[src/rtl/mesm6_vga_plot.sv]
// Pixel-plot / horizontal-span engine: read-modify-writes one bit per plane per pixel
// on the MESM-6 4-plane VGA adapter register bus, acting as a bus master.
module mesm6_vga_plot #(
   parameter logic [14:0] VGA_BASE = 15'o0,
   parameter int          SCR_W    = 320,
   parameter int          SCR_H    = 240
) (
   input  logic        clk,
   input  logic        reset,
   output logic        interrupt,
   input  logic [14:0] i_addr,
   input  logic        i_rd,
   input  logic        i_wr,
   input  logic [47:0] i_wdata,
   output logic [47:0] o_rdata,
   output logic        o_done,
   output logic [14:0] m_addr,
   output logic        m_rd,
   output logic        m_wr,
   output logic [47:0] m_wdata,
   input  logic [47:0] m_rdata,
   input  logic        m_done
);

   localparam logic [2:0] REG_DATA  = 3'd0;
   localparam logic [2:0] REG_PLANE = 3'd6;
   localparam logic [2:0] REG_ADDRL = 3'd7;
   localparam logic [8:0] LP_W      = 9'(SCR_W);
   localparam logic [8:0] LP_H      = 9'(SCR_H);

   typedef enum logic [3:0] {
      S_IDLE, S_CHECK, S_ADDR1, S_PLANE, S_READ, S_ADDR2, S_WRITE, S_NEXT, S_FIN
   } state_t;

   // CPU-visible registers
   logic [8:0]  r_x;
   logic [7:0]  r_y;
   logic [3:0]  r_color;
   logic [8:0]  r_len;
   logic        r_busy;
   logic        r_clip;
   logic        r_irq;
   logic        r_done;
   logic [47:0] r_rdata;

   // Command engine state
   state_t      r_state;
   logic [8:0]  r_cx;
   logic [7:0]  r_cy;
   logic [8:0]  r_count;
   logic [1:0]  r_p;
   logic [13:0] r_a;
   logic [2:0]  r_b;
   logic [7:0]  r_d;
   logic        r_req;

   // Master bus outputs
   logic [14:0] r_m_addr;
   logic        r_m_rd;
   logic        r_m_wr;
   logic [13:0] r_m_wdata;

   logic        w_wr_stb;
   logic        w_rd_stb;
   logic [47:0] w_rd_data;
   logic [13:0] w_pix_addr;
   logic [7:0]  w_new_byte;
   logic        w_bus_wr;
   logic [2:0]  w_bus_reg;
   logic [13:0] w_bus_data;
   state_t      w_bus_next;
   logic        w_unused;

   assign w_wr_stb   = i_wr & ~r_done;
   assign w_rd_stb   = i_rd & ~r_done;
   assign w_pix_addr = ({6'b0, r_cy} * 14'd40) + {8'b0, r_cx[8:3]};
   assign w_unused   = &{1'b0, i_addr[14:3], i_wdata[47:9], m_rdata[47:8]};

   // NOTE: every variable assigned in always_comb gets a default first, so no latch is inferred.
   always_comb begin
      w_new_byte        = r_d;
      w_new_byte[r_b]   = r_color[r_p];
   end

   always_comb begin
      w_rd_data = '0;
      case (i_addr[2:0])
         3'd0:    w_rd_data = {39'b0, r_x};
         3'd1:    w_rd_data = {40'b0, r_y};
         3'd2:    w_rd_data = {44'b0, r_color};
         3'd3:    w_rd_data = {39'b0, r_len};
         3'd5:    w_rd_data = {46'b0, r_clip, r_busy};
         default: w_rd_data = '0;
      endcase
   end

   // Bus transaction described by each bus state, and the state that follows it
   always_comb begin
      w_bus_wr   = 1'b1;
      w_bus_reg  = REG_DATA;
      w_bus_data = '0;
      w_bus_next = r_state;
      case (r_state)
         S_ADDR1: begin
            w_bus_reg  = REG_ADDRL;
            w_bus_data = r_a;
            w_bus_next = S_PLANE;
         end
         S_PLANE: begin
            w_bus_reg  = REG_PLANE;
            w_bus_data = {12'b0, r_p};
            w_bus_next = S_READ;
         end
         S_READ: begin
            w_bus_wr   = 1'b0;
            w_bus_next = S_ADDR2;
         end
         // The adapter auto-increments its address on the DATA read, so it is reloaded.
         S_ADDR2: begin
            w_bus_reg  = REG_ADDRL;
            w_bus_data = r_a;
            w_bus_next = S_WRITE;
         end
         S_WRITE: begin
            w_bus_data = {6'b0, w_new_byte};
            w_bus_next = S_NEXT;
         end
         default: ;
      endcase
   end

   // NOTE: sequential state uses non-blocking assignments only, so every read sees pre-edge values.
   always_ff @(posedge clk) begin
      if (reset) begin
         r_x       <= '0;
         r_y       <= '0;
         r_color   <= '0;
         r_len     <= '0;
         r_busy    <= 1'b0;
         r_clip    <= 1'b0;
         r_irq     <= 1'b0;
         r_done    <= 1'b0;
         r_rdata   <= '0;
         r_state   <= S_IDLE;
         r_cx      <= '0;
         r_cy      <= '0;
         r_count   <= '0;
         r_p       <= '0;
         r_a       <= '0;
         r_b       <= '0;
         r_d       <= '0;
         r_req     <= 1'b0;
         r_m_addr  <= VGA_BASE;
         r_m_rd    <= 1'b0;
         r_m_wr    <= 1'b0;
         r_m_wdata <= '0;
      end else begin
         r_done <= i_rd | i_wr;

         if (w_rd_stb) begin
            r_rdata <= w_rd_data;
            if (i_addr[2:0] == 3'd5) begin
               r_irq  <= 1'b0;
               r_clip <= 1'b0;
            end
         end

         if (w_wr_stb && !r_busy) begin
            case (i_addr[2:0])
               3'd0:    r_x     <= i_wdata[8:0];
               3'd1:    r_y     <= i_wdata[7:0];
               3'd2:    r_color <= i_wdata[3:0];
               3'd3:    r_len   <= i_wdata[8:0];
               default: ;
            endcase
         end

         // Engine updates come after the STATUS clear so a coinciding completion wins.
         case (r_state)
            S_IDLE: begin
               if (w_wr_stb && i_addr[2:0] == 3'd4) begin
                  r_cx    <= r_x;
                  r_cy    <= r_y;
                  r_count <= (r_len == 9'd0) ? 9'd1 : r_len;
                  r_p     <= 2'd0;
                  r_busy  <= 1'b1;
                  r_state <= S_CHECK;
               end
            end
            S_CHECK: begin
               if (r_cx >= LP_W || {1'b0, r_cy} >= LP_H) begin
                  r_clip  <= 1'b1;
                  r_state <= S_FIN;
               end else begin
                  r_a     <= w_pix_addr;
                  r_b     <= ~r_cx[2:0];
                  r_state <= S_ADDR1;
               end
            end
            S_ADDR1, S_PLANE, S_READ, S_ADDR2, S_WRITE: begin
               if (!r_req) begin
                  // Gap: the slave masks strobes while done is high, so wait for it to drop.
                  if (!m_done) begin
                     r_m_addr  <= VGA_BASE | {12'b0, w_bus_reg};
                     r_m_wdata <= w_bus_wr ? w_bus_data : 14'd0;
                     r_m_rd    <= ~w_bus_wr;
                     r_m_wr    <= w_bus_wr;
                     r_req     <= 1'b1;
                  end
               end else if (m_done) begin
                  r_m_rd  <= 1'b0;
                  r_m_wr  <= 1'b0;
                  r_req   <= 1'b0;
                  r_state <= w_bus_next;
                  if (r_state == S_READ)
                     r_d <= m_rdata[7:0];
               end
            end
            S_NEXT: begin
               if (r_p != 2'd3) begin
                  r_p     <= r_p + 2'd1;
                  r_state <= S_ADDR1;
               end else begin
                  r_p     <= 2'd0;
                  r_count <= r_count - 9'd1;
                  r_cx    <= r_cx + 9'd1;
                  // Span stops at the right screen edge without flagging clip.
                  if (r_count == 9'd1 || (r_cx + 9'd1) == LP_W)
                     r_state <= S_FIN;
                  else
                     r_state <= S_CHECK;
               end
            end
            S_FIN: begin
               r_busy  <= 1'b0;
               r_irq   <= 1'b1;
               r_state <= S_IDLE;
            end
            default: r_state <= S_IDLE;
         endcase
      end
   end

   assign interrupt = r_irq;
   assign o_done    = r_done;
   assign o_rdata   = r_rdata;
   assign m_addr    = r_m_addr;
   assign m_rd      = r_m_rd;
   assign m_wr      = r_m_wr;
   assign m_wdata   = {34'b0, r_m_wdata};

endmodule
[config.mk]
export PLATFORM = sky130hd
export DESIGN_NAME = mesm6_vga_plot
export DESIGN_NICKNAME = d
export VERILOG_FILES = /design/src/rtl/mesm6_vga_plot.sv
export SDC_FILE = /design/constraint.sdc
export NUM_CORES = 1
export LEC_CHECK = 0
export CAP_MARGIN = 20
export CORE_MARGIN = 2
export CORE_UTILIZATION = 40
export DETAILED_ROUTE_END_ITERATION = 10
export PLACE_DENSITY = 0.76
export SYNTH_ARGS = -nofsm -noshare
export SYNTH_HDL_FRONTEND = slang
export SYNTH_SLANG_ARGS = --single-unit
[constraint.sdc]
create_clock -name clk -period 6.7 [get_ports clk]
set_input_delay 0.67 -clock clk [delete_from_list [all_inputs] [get_ports clk]]
set_output_delay 0.67 -clock clk [all_outputs]
set_load 0.01 [all_outputs]
# Word level (Yosys, flattened, before mapping)
# Index checks and enable logic that the tools add are counted.
word_totals:
  reg_bits: 159
  inputBits: 116
  elab_cells: 135
  out_inout_bits: 115
classes:
  magnitude_cmp: 5
  n_eq_ne: 23
  n_reduce_logical: 29
  addsub: 4
  muxes: 43
  n_bitwise: 8
  multipliers: 1
op_table:
  columns: ["cell", "n"]
  rows:
  - ["$mux W9", 5]
  - ["$pmux W9 S5", 1]
  - ["$pmux W14 S3", 1]
  - ["$pmux W9 S2", 2]
  - ["$mux W4", 6]
  - ["$pmux W4 S5", 1]
  - ["$reduce_and A2 Y1", 9]
  - ["$mux W1", 17]
  - ["$eq A4 B3 Y1 const B", 4]
  - ["$pmux W4 S4", 1]
  - ["$add A14 B6 Y14", 1]
  - ["$mux W14", 1]
  - ["$ne A2 B2 Y1 const B", 6]
  - ["$mul A8 B3 Y11 const B", 1]
  - ["$add A9 B1 Y9 const B", 1]
  - ["$eq A9 B1 Y1 const B", 1]
  - ["$eq A9 B9 Y1 const B", 1]
  - ["$ge A9 B9 Y1 const B", 1]
  - ["$logic_not A9 Y1", 1]
  - ["$reduce_and A3 Y1", 3]
  - ["$sub A9 B1 Y9 const B", 1]
  - ["$bwmux W8", 1]
  - ["$eq A4 B2 Y1 const B", 2]
  - ["$ge A8 B8 Y1 const B", 1]
  - ["30 further kinds", 44]

# Longest topological paths before layout
depth:
  depth_word: 7
  mapped_depth: 10

# Worst setup path before layout
# OpenSTA, ideal clock, no wires.
synth_path:
  path_kind: "register to register"
  startpoint: "register r_cy[1]"
  endpoint: "register r_a[11]"
  arrival_ns: 2.296
  synth_period_minus_slack_ns: 2.381
  required_ns: 6.614
  slack_ns: 4.319
  stages_incl_launch_ff: 9
  setup_time_ns: 0.086
  path_cell_list: "dfxtp_1 ha_1 ha_1 inv_1 fa_1 or3_1 nand3b_1 xor2_1 a211oi_1"
synth_between:
  elab_chain_cells: 4
  elab_cells_between_ends: 6
  cone_classes: "1 x add/sub; 1 x mul; 1 x order compare; 1 x bitwise; 2 x reduce/logical"
synth_rtl:
  columns: ["element", "line", "source"]
  rows:
  - ["start: declaration", "49", "logic [7:0] r_cy;"]
  - ["start signal: assignment", "183", "r_cy <= r_y;"]
  - ["parallel branches: the longest is 4 deep, another holds $add A14 B6 Y14", null, null]
  - ["end signal: assignment", "195", "r_a <= w_pix_addr;"]
  - ["end: declaration", "52", "logic [13:0] r_a;"]
# Parallel ways; which one is timed is not known.
# A chain may end at the register's enable or synchronous reset.

# Worst setup path in the final report
layout_path:
  startpoint: "input i_addr[1]"
  endpoint: "register r_cx[8]"
layout_between:
  elab_chain_cells: 4
layout_rtl:
  columns: ["element", "line", "source"]
  rows:
  - ["start: declaration", "11", "input logic [14:0] i_addr,"]
  - ["$eq A3 B3 Y1", "181", "if (w_wr_stb && i_addr[2:0] == 3'd4) begin"]
  - ["$logic_and A1 B1 Y1", "181", null]
  - ["$ne A2 B2 Y1 (no source line)", null, null]
  - ["$reduce_and A3 Y1 (no source line)", null, null]
  - ["end signal: assignment", "182", "r_cx <= r_x;"]
  - ["end signal: assignment", "226", "r_cx <= r_cx + 9'd1;"]
  - ["end: declaration", "48", "logic [8:0] r_cx;"]
# No other way between the ends.

==> run metrics <==
status=completed; worst r2r dst=r_cx[8]; fmax=between 0.3 and 0.4 GHz; Die Wd=134.5 um; global-route usage over all layers=0.1723; RSZ-0062 raised after global routing=false; Initial Util=0.4106; H-tree levels=4; CTS tree=done; # rows=47; Cells after Synth=slightly above 800; post-route ant nets=0; vias=around 5500; most common cell after layout, fill and taps aside=dfxtp_1; wire length per cell=about 14 um; clk_lat worst skew=between 0.4 and 0.5 ns; Fin. Hold Viols=0; share of cells above drive strength 1=0.07972; Post-synth EDFFs=0; dpl hpwl=10670 um; flop2flop setup slack=around 4.1 ns; ys flop type=dfxtp_1; TritonCTS Buffers=17; Die Span Y=between 100 and 150 um; first-pass GRT wire length=~25000 um; Yosys reg bits=119; initial antenna violation count=0; Syn Area/Cell=approximately 8.4 sq um; CTS Hold Buffers Added=0; Post-route DRC=0; CP Capture Type=flop; crit path DAT=between 3 and 4 ns; standby leakage power=approximately 3.0 nW; IO Pins=about 230; Async SR Flop Fraction=0; Final Critical Period=3.217 ns; final core utilization=0.4619; vias per cell=5.147; DRT iter0 DRCs=between 400 and 500; Slew headroom=0.2918; reg2reg path depth=6; Worst-Margin Slew=1.062 ns; Power Density=~250 nW/um^2; ant diodes=0; Max Buffers Root-to-Sink=2; Placer Congestion=0.8129; hold_sp=r_m_wdata[3]; final net count=just under 1000; fin. max-slew vios=0; Yosys cell types=62; MaxCap Viol Count=0; critical path fanouts, max=24; clk root buf=clkbuf_16; Hold WC Path Type=flop to flop; Cell Area, Synth=slightly below 7000 sq um; hold depth=2; Critical R2R Launch=r_state[0]; Port Buffer Count=54; first-pass iteration count of the detailed router=7; Area Overhead vs Synth=12.50%; vias in the first global route=~4900; YS warnings=0; Worst VDD drop=between 150 and 200 uV; sequential area share after synthesis=0.3499; Post-CTS Setup Bufs=0; final setup vio count=0; PnR worst setup slack=approximately 3.5 ns; Total Routed Length=roughly 15000 um; commonest non-fill, non-tap cells in the layout=119 x dfxtp_1, 107 x nor2_1, 85 x conb_1; die area=18080 sq um; pre-CTS setup slack=3.108 ns; Clock Pin Slew Worst Setup and Hold Paths=roughly 0.050 ns; Core Region=between 15000 and 20000 sq um; CP startpoint kind=input pin; largest net degree at the start of global routing=between 90 and 100; hold path endpoint=r_m_wdata[3]; Clock Sinks=about 120; post_cts resized=0; Tcrit/Tclk final=0.4801; setup TNS=0 ns; critical path class=input pin to flop; GR Overflow Total=0; skew final=0.005208 ns; CP Data Required Time=between 6 and 7 ns
## per-layer routing
| layer | vias to the layer above | part of all wire | wire length, um | global-route usage |
|---|---|---|---|---|
| li1 | 2737 | - | - | - |
| met1 | 2565 | 0.45 | 6910 | 0.2235 |
| met2 | 188 | 0.48 | 7337 | 0.2809 |
| met3 | 33 | 0.054 | 833 | 0.03604 |
| met4 | 0 | 0.021 | 325 | 0.06842 |
| met5 | - | 0 | 0 | 0 |
## per-stage QoR
stage	cells	hold slack (ns)	power, mW	instance area, sq um
global placement	1041	0.4375	1.034	7073
floorplan	897	0.4329	1.026	7124
CTS	1073	0.4545	1.944	7660
global route	1073	0.4693	2.011	7660
detailed placement	1041	0.4423	1.040	7073
finish	1073	0.4512	1.930	7660
## worst max path at each step
stage,to,slack [ns],depth (start not counted),startpoint
global placement,r_count[3],3.21,8,i_addr[1]
CTS,r_count[2],3.51,8,i_addr[1]
detailed placement,r_count[2],3.11,8,i_addr[1]
global route,r_count[2],3.22,8,i_addr[1]
floorplan,r_a[11],4.32,8,r_cy[1]
finish,r_cx[8],3.48,8,i_addr[1]
## logic make-up after synthesis
family	count (synthesis)	share of synthesized area
multiplexers	55	0.08967
XOR/XNOR	12	0.01544
AND/OR/NAND/NOR	276	0.1895
buffers and inverters	152	0.1408
adder cells (fa/ha/maj)	25	0.04814
flip-flops	119	0.3499
AO/OA/AOI/OAI	173	0.1661
other	1	0.0005507
## critical path: stages
cell and delay, ns:
clkdlybuf4s50_1 0.74, nor2_1 0.22, buf_4 0.23, nand4_1 0.20, a21oi_2 0.86, o21ai_0 0.27, a21oi_1 0.23, nor2_1 0.05
## cell type report
type	instances	area, sq um
well taps	220	275.3
flip-flops and latches	119	2382
clock buffers	24	491.7
multi-input cells	626	3784
inverters	19	71.32
repair buffers	57	560.5
fillers	1598	8924
clock inverters	8	95.09
## flip-flops by register name (all words and copies together), names as in the netlist, 2 cells and up
name and flops:
r_color 4, r_m_wdata 14, r_y 8, r_len 9, r_b 3, o_rdata 9, r_cx 9, r_count 9
r_cy 8, r_p 2, r_a 14, m_addr 2, r_x 9, r_state 4, r_d 8
## Yosys cell counts, drive strengths merged, types with 3 or more instances
master,instances,share of area
nand2b,6,0.0055
a211oi,20,0.024
nand4,5,0.0046
xnor2,3,0.0039
a22oi,26,0.029
a21o,4,0.0044
xor2,9,0.012
nand3b,5,0.0055
clkbuf,28,0.015
nor4,7,0.0064
a21oi,57,0.042
mux2,8,0.013
nand3,30,0.022
nor3b,5,0.0062
mux4,4,0.013
a311oi,3,0.0039
mux2i,43,0.063
a22o,3,0.0039
and2,4,0.0040
or3,3,0.0028
buf,105,0.11
ha,23,0.042
nand2,69,0.038
nor2b,10,0.0092
o21ai,37,0.032
nor3,17,0.015
dfxtp,119,0.35
o22ai,5,0.0046
nor2,109,0.061
inv,19,0.010
## where the power goes
| group | switching (mW) | internal [mW] |
|---|---|---|
| Clock | 0.319 | 0.583 |
| Combinational | 0.149 | 0.0940 |
| Sequential | 0.0455 | 0.740 |
| Total | 0.514 | 1.42 |
Note: power is estimated with default switching activity, not from simulation.
